==> src/rtl/mips_lsu_avalon.sv <==
// Load/store unit bridging the MIPS core memory port to an Avalon-MM master.
// One request in flight; lane select, extension, LWL/LWR merge and optional bus timeout.
module mips_lsu_avalon #(
    parameter int ADDR_W  = 32,
    parameter int DATA_W  = 32,
    parameter int TIMEOUT = 0
) (
    input  logic                  clk,
    input  logic                  reset,
    input  logic                  req_valid,
    output logic                  req_ready,
    input  logic [3:0]            req_op,
    input  logic [ADDR_W-1:0]     req_addr,
    input  logic [31:0]           req_wdata,
    input  logic [31:0]           req_rt_old,
    output logic                  resp_valid,
    output logic [31:0]           resp_rdata,
    output logic                  resp_err,
    output logic [ADDR_W-1:0]     address,
    output logic                  read,
    output logic                  write,
    input  logic                  waitrequest,
    output logic [DATA_W-1:0]     writedata,
    output logic [DATA_W/8-1:0]   byteenable,
    input  logic [DATA_W-1:0]     readdata
);

    localparam int NB     = DATA_W / 8;
    localparam int NL     = NB / 4;
    localparam int OFF_W  = $clog2(NB);
    localparam int LANE_W = (NL > 1) ? $clog2(NL) : 1;
    localparam int CNT_W  = (TIMEOUT > 0) ? $clog2(TIMEOUT + 1) : 1;
    localparam logic [CNT_W-1:0] CNT_LAST = CNT_W'((TIMEOUT > 0) ? TIMEOUT - 1 : 0);

    localparam logic [3:0] OP_LB  = 4'd0;
    localparam logic [3:0] OP_LBU = 4'd1;
    localparam logic [3:0] OP_LH  = 4'd2;
    localparam logic [3:0] OP_LHU = 4'd3;
    localparam logic [3:0] OP_LW  = 4'd4;
    localparam logic [3:0] OP_LWL = 4'd5;
    localparam logic [3:0] OP_LWR = 4'd6;
    localparam logic [3:0] OP_SB  = 4'd8;
    localparam logic [3:0] OP_SH  = 4'd9;
    localparam logic [3:0] OP_SW  = 4'd10;

    typedef enum logic [1:0] {IDLE, BUS, RESP} state_t;

    state_t              state, next_state;
    logic [3:0]          op_q;
    logic [1:0]          off_q;
    logic [LANE_W-1:0]   lane_q;
    logic [31:0]         rt_q;
    logic [CNT_W-1:0]    tmo_cnt;

    logic [1:0]          req_off;
    logic [LANE_W-1:0]   req_lane;
    logic [LANE_W+1:0]   req_byte;
    logic                req_illegal, req_misaligned;
    logic [DATA_W-1:0]   st_wdata;
    logic [NB-1:0]       st_be;
    logic                accept_ok, accept_err, bus_done, bus_tmo;
    logic [31:0]         word, load_result;
    logic [7:0]          byte_v;
    logic [15:0]         half_v;
    logic [2:0]          off_p1;

    assign req_off   = req_addr[1:0];
    assign req_byte  = {req_lane, req_off};
    assign req_ready = (state == IDLE);

    generate
        if (NL > 1) begin : g_lane
            assign req_lane = req_addr[OFF_W-1:2];
        end else begin : g_nolane
            assign req_lane = '0;
        end
    endgenerate

    always_comb begin
        req_illegal    = 1'b0;
        req_misaligned = 1'b0;
        case (req_op)
            OP_LB, OP_LBU, OP_LWL, OP_LWR, OP_SB: ;
            OP_LH, OP_LHU, OP_SH:                 req_misaligned = req_off[0];
            OP_LW, OP_SW:                         req_misaligned = (req_off != 2'd0);
            default:                              req_illegal    = 1'b1;
        endcase
    end

    // Store data is replicated across the bus so the enabled lanes always carry it.
    always_comb begin
        st_wdata = '0;
        st_be    = '1;
        case (req_op)
            OP_SB: begin
                st_wdata = {NB{req_wdata[7:0]}};
                st_be    = NB'(1) << req_byte;
            end
            OP_SH: begin
                st_wdata = {(NB/2){req_wdata[15:0]}};
                st_be    = NB'(3) << req_byte;
            end
            OP_SW: begin
                st_wdata = {NL{req_wdata}};
                st_be    = NB'(4'hF) << {req_lane, 2'b00};
            end
            default: ;
        endcase
    end

    always_comb begin
        word = readdata[31:0];
        for (int i = 1; i < NL; i++) begin
            if (lane_q == LANE_W'(i)) word = readdata[32*i +: 32];
        end
        byte_v = word[{off_q, 3'b000} +: 8];
        half_v = word[{off_q[1], 4'b0000} +: 16];
        off_p1 = {1'b0, off_q} + 3'd1;
        case (op_q)
            OP_LB:   load_result = {{24{byte_v[7]}}, byte_v};
            OP_LBU:  load_result = {24'd0, byte_v};
            OP_LH:   load_result = {{16{half_v[15]}}, half_v};
            OP_LHU:  load_result = {16'd0, half_v};
            OP_LWL:  load_result = (word << {~off_q, 3'b000})
                                 | (rt_q & (32'hFFFF_FFFF >> {off_p1, 3'b000}));
            OP_LWR:  load_result = (word >> {off_q, 3'b000})
                                 | (rt_q & ~(32'hFFFF_FFFF >> {off_q, 3'b000}));
            OP_LW:   load_result = word;
            default: load_result = 32'd0;
        endcase
    end

    always_comb begin
        next_state = state;
        accept_ok  = 1'b0;
        accept_err = 1'b0;
        bus_done   = 1'b0;
        bus_tmo    = 1'b0;
        case (state)
            IDLE: begin
                if (req_valid) begin
                    if (req_illegal || req_misaligned) begin
                        accept_err = 1'b1;
                        next_state = RESP;
                    end else begin
                        accept_ok  = 1'b1;
                        next_state = BUS;
                    end
                end
            end
            BUS: begin
                if (!waitrequest) begin
                    bus_done   = 1'b1;
                    next_state = RESP;
                end else if ((TIMEOUT > 0) && (tmo_cnt == CNT_LAST)) begin
                    bus_tmo    = 1'b1;
                    next_state = RESP;
                end
            end
            RESP:    next_state = IDLE;
            default: next_state = IDLE;
        endcase
    end

    // Bus fields are latched once at accept so they stay stable across stalls.
    always_ff @(posedge clk) begin
        if (reset) begin
            state      <= IDLE;
            op_q       <= '0;
            off_q      <= '0;
            lane_q     <= '0;
            rt_q       <= '0;
            tmo_cnt    <= '0;
            read       <= 1'b0;
            write      <= 1'b0;
            address    <= '0;
            writedata  <= '0;
            byteenable <= '0;
            resp_valid <= 1'b0;
            resp_err   <= 1'b0;
            resp_rdata <= '0;
        end else begin
            state      <= next_state;
            resp_valid <= 1'b0;
            if (accept_ok) begin
                op_q       <= req_op;
                off_q      <= req_off;
                lane_q     <= req_lane;
                rt_q       <= req_rt_old;
                tmo_cnt    <= '0;
                address    <= {req_addr[ADDR_W-1:OFF_W], {OFF_W{1'b0}}};
                writedata  <= st_wdata;
                byteenable <= st_be;
                read       <= ~req_op[3];
                write      <= req_op[3];
            end
            if ((state == BUS) && waitrequest) tmo_cnt <= tmo_cnt + CNT_W'(1);
            if (bus_done || bus_tmo) begin
                read  <= 1'b0;
                write <= 1'b0;
            end
            if (accept_err || bus_tmo) begin
                resp_valid <= 1'b1;
                resp_err   <= 1'b1;
                resp_rdata <= '0;
            end
            if (bus_done) begin
                resp_valid <= 1'b1;
                resp_err   <= 1'b0;
                resp_rdata <= op_q[3] ? 32'd0 : load_result;
            end
        end
    end

endmodule
==> config.mk <==
export PLATFORM = sky130hd
export DESIGN_NAME = mips_lsu_avalon
export DESIGN_NICKNAME = d
export VERILOG_FILES = /design/src/rtl/mips_lsu_avalon.sv
export SDC_FILE = /design/constraint.sdc
export NUM_CORES = 1
export LEC_CHECK = 0
export CAP_MARGIN = 20
export CORE_MARGIN = 2
export CORE_UTILIZATION = 35
export DETAILED_ROUTE_END_ITERATION = 16
export GPL_ROUTABILITY_DRIVEN = 0
export PLACE_DENSITY = 0.6
export SYNTH_ARGS = -nofsm -noshare
export SYNTH_HDL_FRONTEND = slang
export SYNTH_SLANG_ARGS = --single-unit
==> constraint.sdc <==
create_clock -name clk -period 2.2 [get_ports clk]
set_input_delay 0.44 -clock clk [delete_from_list [all_inputs] [get_ports clk]]
set_output_delay 0.44 -clock clk [all_outputs]
set_load 0.01 [all_outputs]
### Word level (Yosys, flattened, before mapping)

Cells that the tools add are included.

* reduce and logical (&&, ||, !) cells: 11
* div/mod/pow operators: 0
* multipliers: 0
* equal/unequal tests: 18
* bitwise logic cells: 7
* shifts and indexed selects: 8
* mux-type cells: 22
* magnitude comparators: 0
* $add $sub $neg: 1

Operators with widths (count)
* 32-bit case mux with 7 select lines: 1
* 32-bit 2-to-1 mux: 3
* 32-bit case mux with 3 select lines: 1
* 32-bit bitwise AND: 2
* 32-bit OR: 2
* 32-bit NOT: 1
* 32-bit by 6-bit variable part select with 16-bit output: 1
* 32-bit by 6-bit variable part select with 8-bit output: 1
* 32-bit by 5-bit << shifter with 32-bit output: 1
* 32-bit by 5-bit >> shifter with 32-bit output: 1
* 32-bit by 5-bit >> shifter with 32-bit output, first input constant: 1
* 32-bit by 6-bit >> shifter with 32-bit output, first input constant: 1
* 4-bit by 3-bit == test with 1-bit output, second input constant: 6
* 4-bit by 2-bit == test with 1-bit output, second input constant: 4
* 4-bit == test, second input constant: 3
* 1-bit 2-to-1 mux: 11
* 10-bit OR reduction: 1
* 4-bit by 1-bit == test with 1-bit output, second input constant: 2
* 4-bit zero test: 2
* 4-bit case mux with 2 select lines: 1
* 2-bit 2-to-1 mux: 3
* 2-bit inequality test, second input constant: 2
* 2-bit case mux with 2 select lines: 1
* 2-bit nonzero test: 2
* other kinds (12): 13

* bits in registers: 142
* memories: 0
* input port bits: 136
* latch bits: 0
* word-level logic and storage cells: 79
* output and inout bits: 105
* RAM bits: 0
* memory bits (read-only): 0

### Depth between registers and ports, before layout

* word-level depth: 9
* mapped depth: 10
* gate-level depth less buffers: 5

### Least setup slack after synthesis

Ideal clock, no wire load.

* path type: input to register
* start point: input req_op[0]
* end point: register rt_q[10]
* data required time: 2068 ps
* data arrival time: 1847 ps
* cell stages on the path: 10
* path slack: 221 ps
* buffers on the path: 5
* setup time: 132 ps
* cells stage by stage: buf_6 -> nor2b_1 -> buf_6 -> a211o_1 -> o21a_1 -> buf_2 -> buf_6 -> buf_2 -> nand2_1 -> a21oi_1

* word-level cells in the longest chain between the ends: 7
* elaborated cells on any way between the ends: 19
* classes of those cells: 9 x eq/ne; 5 x mux; 5 x reduce/logical

Ends and longest elaborated chain
* from (decl): RTL line 12 `input logic [3:0] req_op,`
* 4-bit == test (tied with other cells): RTL line 82 `case (req_op)`
* 10-bit OR reduction (no source line) (tied with other cells)
* 1-bit 2-to-1 mux / 1-bit case mux with 2 select lines (equally long branches): RTL line 82
* 1-bit logical OR *: RTL line 142 `if (req_illegal || req_misaligned) begin`
* 1-bit 2-to-1 mux *: RTL line 142
* 1-bit 2-to-1 mux *: RTL line 141 `if (req_valid) begin`
* 1-bit 2-to-1 mux *: RTL line 139 `case (state)`
* to (signal assigned): RTL line 189 `rt_q <= req_rt_old;`
* to (decl): RTL line 52 `logic [31:0] rt_q;`

Every way passes the cells marked *; elsewhere a longest branch is shown, timed or not.
A chain may end at the register's enable or synchronous reset.

### Worst setup path in the final report

* start point: input readdata[23]
* end point: register resp_rdata[12]

* word-level cells in the longest chain between the ends: 4

Ends and longest elaborated chain
* from (decl): RTL line 25 `input logic [DATA_W-1:0] readdata`
* 32-bit by 6-bit variable part select with 8-bit output: RTL line 116 `byte_v = word[{off_q, 3'b000} +: 8];`
* 32-bit case mux with 7 select lines: RTL line 119 `case (op_q)`
* 32-bit 2-to-1 mux: RTL line 210 `resp_rdata <= op_q[3] ? 32'd0 : load_result;`
* 32-bit 2-to-1 mux: RTL line 207 `if (bus_done) begin`
* to (signal assigned): RTL line 210
* to (decl): RTL line 17 `output logic [31:0] resp_rdata,`

Every way passes these cells.

==> out/results.ini <==
[power_and_ir_drop]
total_leakage_power_nw = 3.96
p_seq_frac = 0.388
switching_share = 0.281
irDropWorstVdd_mv = 0.502
clockPowerShare = 0.407
power_density_nw_per_um2 = 671
p_int_mw = 5.15
combPwrFrac = 0.205
switchingPower_mw = 2.01

[synth]
synth-edff-count = 0
synth_seq_cells = 142
netlist_area_um2 = 7070
ys.flop_type = dfxtp_1
syn-instance-count = 832
yosysSeqAreaShare = 0.402
ys_async_sr_fraction = 0
ys.warnings.count = 0
synthDistinctLibCells = 51
syn_avg_cell_area_um2 = 8.50

[clock_network]
numClockSinks = 142
clock_path_buffers = 2
path_clk_slew_ns = 0.06
numCtsBuffers = 17
ctsHtreeMaxLevel = 4
post_cts_buffers = 0
clock_latency_ns = 0.42
cts_tree = built
cts_root_buf = clkbuf_16

[timing]
fin_crit_sh = 0.937
setup_tns_ns = 0
post-route-min-period_ns = 2.06
fin_skew_ns = 0.0152
relSlewSlack = 0.333
setup_violations = 0
hold_viol = 0
fmax_mhz = 485
slew_viol_final = 0
worst_pin_slew_ns = 0.997
rsz0062_at_grt = false

[worst_hold_path]
hold_path_class = in -> reg

[drt]
vias = 7223
drc = 0
wl_per_cell_um = 18.3
dr.pass1.iters = 9
viasPerCell = 5.30
drt_iter0_drc = 537
drtAntennaViolNets = 0
wl_mm = 25.0

[global_routing]
antenna_found_initial = 0
grt_pass1_wl_mm = 39.5
grt_use_total = 0.232
overflow = 0
first_global_vias = 7184
grt_max_degree = 65

[setup_path]
end_kind = flip-flop
crit_type = in -> reg
worstPathMaxFanout = 7
worstPathRequired_ns = 2.51
cp.arrival_ns = 2.37
start_kind = primary input

[cells_and_area]
area_growth_pct = 51.0
layout.nets = 1218
fin_cells = 1364
fillerInstances = 1941
fin_area_um2 = 10700
diodes = 0
drive_above_1_share = 0.135

[place]
place_hpwl_mm = 18.1
port_buffers = 238
postPlaceCellArea_um2 = 10100
dp_cells = 1333

[job]
maxCapViolCount = 0

[die]
die_w_um = 146
start_util = 0.353
core_um2 = 20000
dieArea_um2 = 21400
ios = 241
die_h_um = 146
rows = 52

[run_status]
status = finished clean

==> layout by cell type, fill, tap and decap left out, types with 24 or more instances in the layout <==
master,n
mux2i_1,25
nand3b_1,26
clkdlybuf4s50_1,237
dfxtp_1,140
a21oi_1,118
nor2_1,33
o21ai_0,27
nand2_1,189
buf_4,58
nand3_1,24
==> layout make-up <==
type,count,area [um^2],share of cell area
multi-input cells,613,3880,0.363
repair buffers,306,3030,0.284
flip-flops and latches,142,2850,0.267
clock buffers,18,429,0.0402
well taps,270,338,0.0316
clock inverters,13,154,0.0144
inverters,2,7.51,0.000703
==> power by group through the flow <==
stage	clock network (mW)	registers, mW	logic, mW
after floorplan	0	2.84	0.676
after global placement	0	2.84	1.46
after detailed placement	0	2.84	1.46
after global routing	3.07	2.80	1.59
final	2.91	2.78	1.47
after CTS	2.97	2.78	1.47
==> what timing repair did <==
action	in CTS	in global routing
hold buffers	0	0
endpoints found under the setup margin	0	6
resized for setup	0	2
==> cells by family (layout without fill, tap and decap cells) <==
group                  Yosys count  in the layout  share of synthesized area
AND/OR/NAND/NOR                302            302                      0.196
AO/OA/AOI/OAI                  257            257                      0.241
flip-flops                     142            142                      0.402
buffers and inverters           78            339                     0.0554
multiplexers                    52             52                      0.105
other                            1              2                   0.000530
==> Yosys cell counts, drive strengths merged, types with 10 or more instances <==
cell type	n	share of area
nand2	189	0.10
o2bb2ai	10	0.012
dfxtp	142	0.40
clkbuf	32	0.017
nor2	34	0.018
buf	44	0.037
nand3b	26	0.028
mux4	17	0.054
mux2	10	0.016
o21ai	28	0.020
a21o	22	0.023
a211oi	26	0.033
a222oi	15	0.021
nand3	24	0.017
mux2i	25	0.035
a21oi	118	0.083
==> per-stage QoR <==
stage | utilization | worst slack, ns | total power, mW | hold WS [ns]
after floorplan | - | 0.221 | 3.52 | 0.436
after global placement | 0.503 | -0.279 | 4.29 | 0.436
after detailed placement | 0.503 | -0.325 | 4.30 | 0.441
after CTS | 0.532 | 0.103 | 7.22 | 0.362
after global routing | 0.533 | 0.00972 | 7.46 | 0.395
final | 0.533 | 0.140 | 7.17 | 0.372
==> routing by layer <==
| layer | up-vias | part of all wire | global-route usage |
|---|---|---|---|
| met2 | 310 | 0.46 | 0.370 |
| met4 | 0 | 0.028 | 0.0830 |
| li1 | 3498 | - | - |
| met1 | 3375 | 0.43 | 0.297 |
| met5 | - | 0 | 0 |
| met3 | 40 | 0.083 | 0.0744 |
==> worst max-delay path: stages <==
cell and delay [ns]:
clkdlybuf4s50_1 0.49, mux4_2 0.51, and4b_1 0.36, a221oi_1 0.27, a21oi_1 0.11, a21o_1 0.17
==> state kept, by name, indices dropped and copies added, names as in the netlist <==
register    flops
op_q            4
byteenable      4
write           1
resp_err        1
resp_rdata     32
writedata      32
read            1
state           2
address        30
resp_valid      1
off_q           2
rt_q           32
==> path summary, 6_finish.rpt <==
kind                                                   from                           to  slack (ns)  depth (start not counted)
worst max-delay path                           readdata[23]  resp_rdata[12]$_SDFFE_PP0P_        0.14                          6
worst min-delay path                                  reset           write$_SDFFE_PP0P_        0.37                          3
worst max register to register        off_q[1]$_SDFFE_PP0P_  resp_rdata[12]$_SDFFE_PP0P_        0.14                          5
worst min register to register  resp_rdata[24]$_SDFFE_PP0P_  resp_rdata[24]$_SDFFE_PP0P_        0.45                          1
Power figures use the tool's default switching activity.
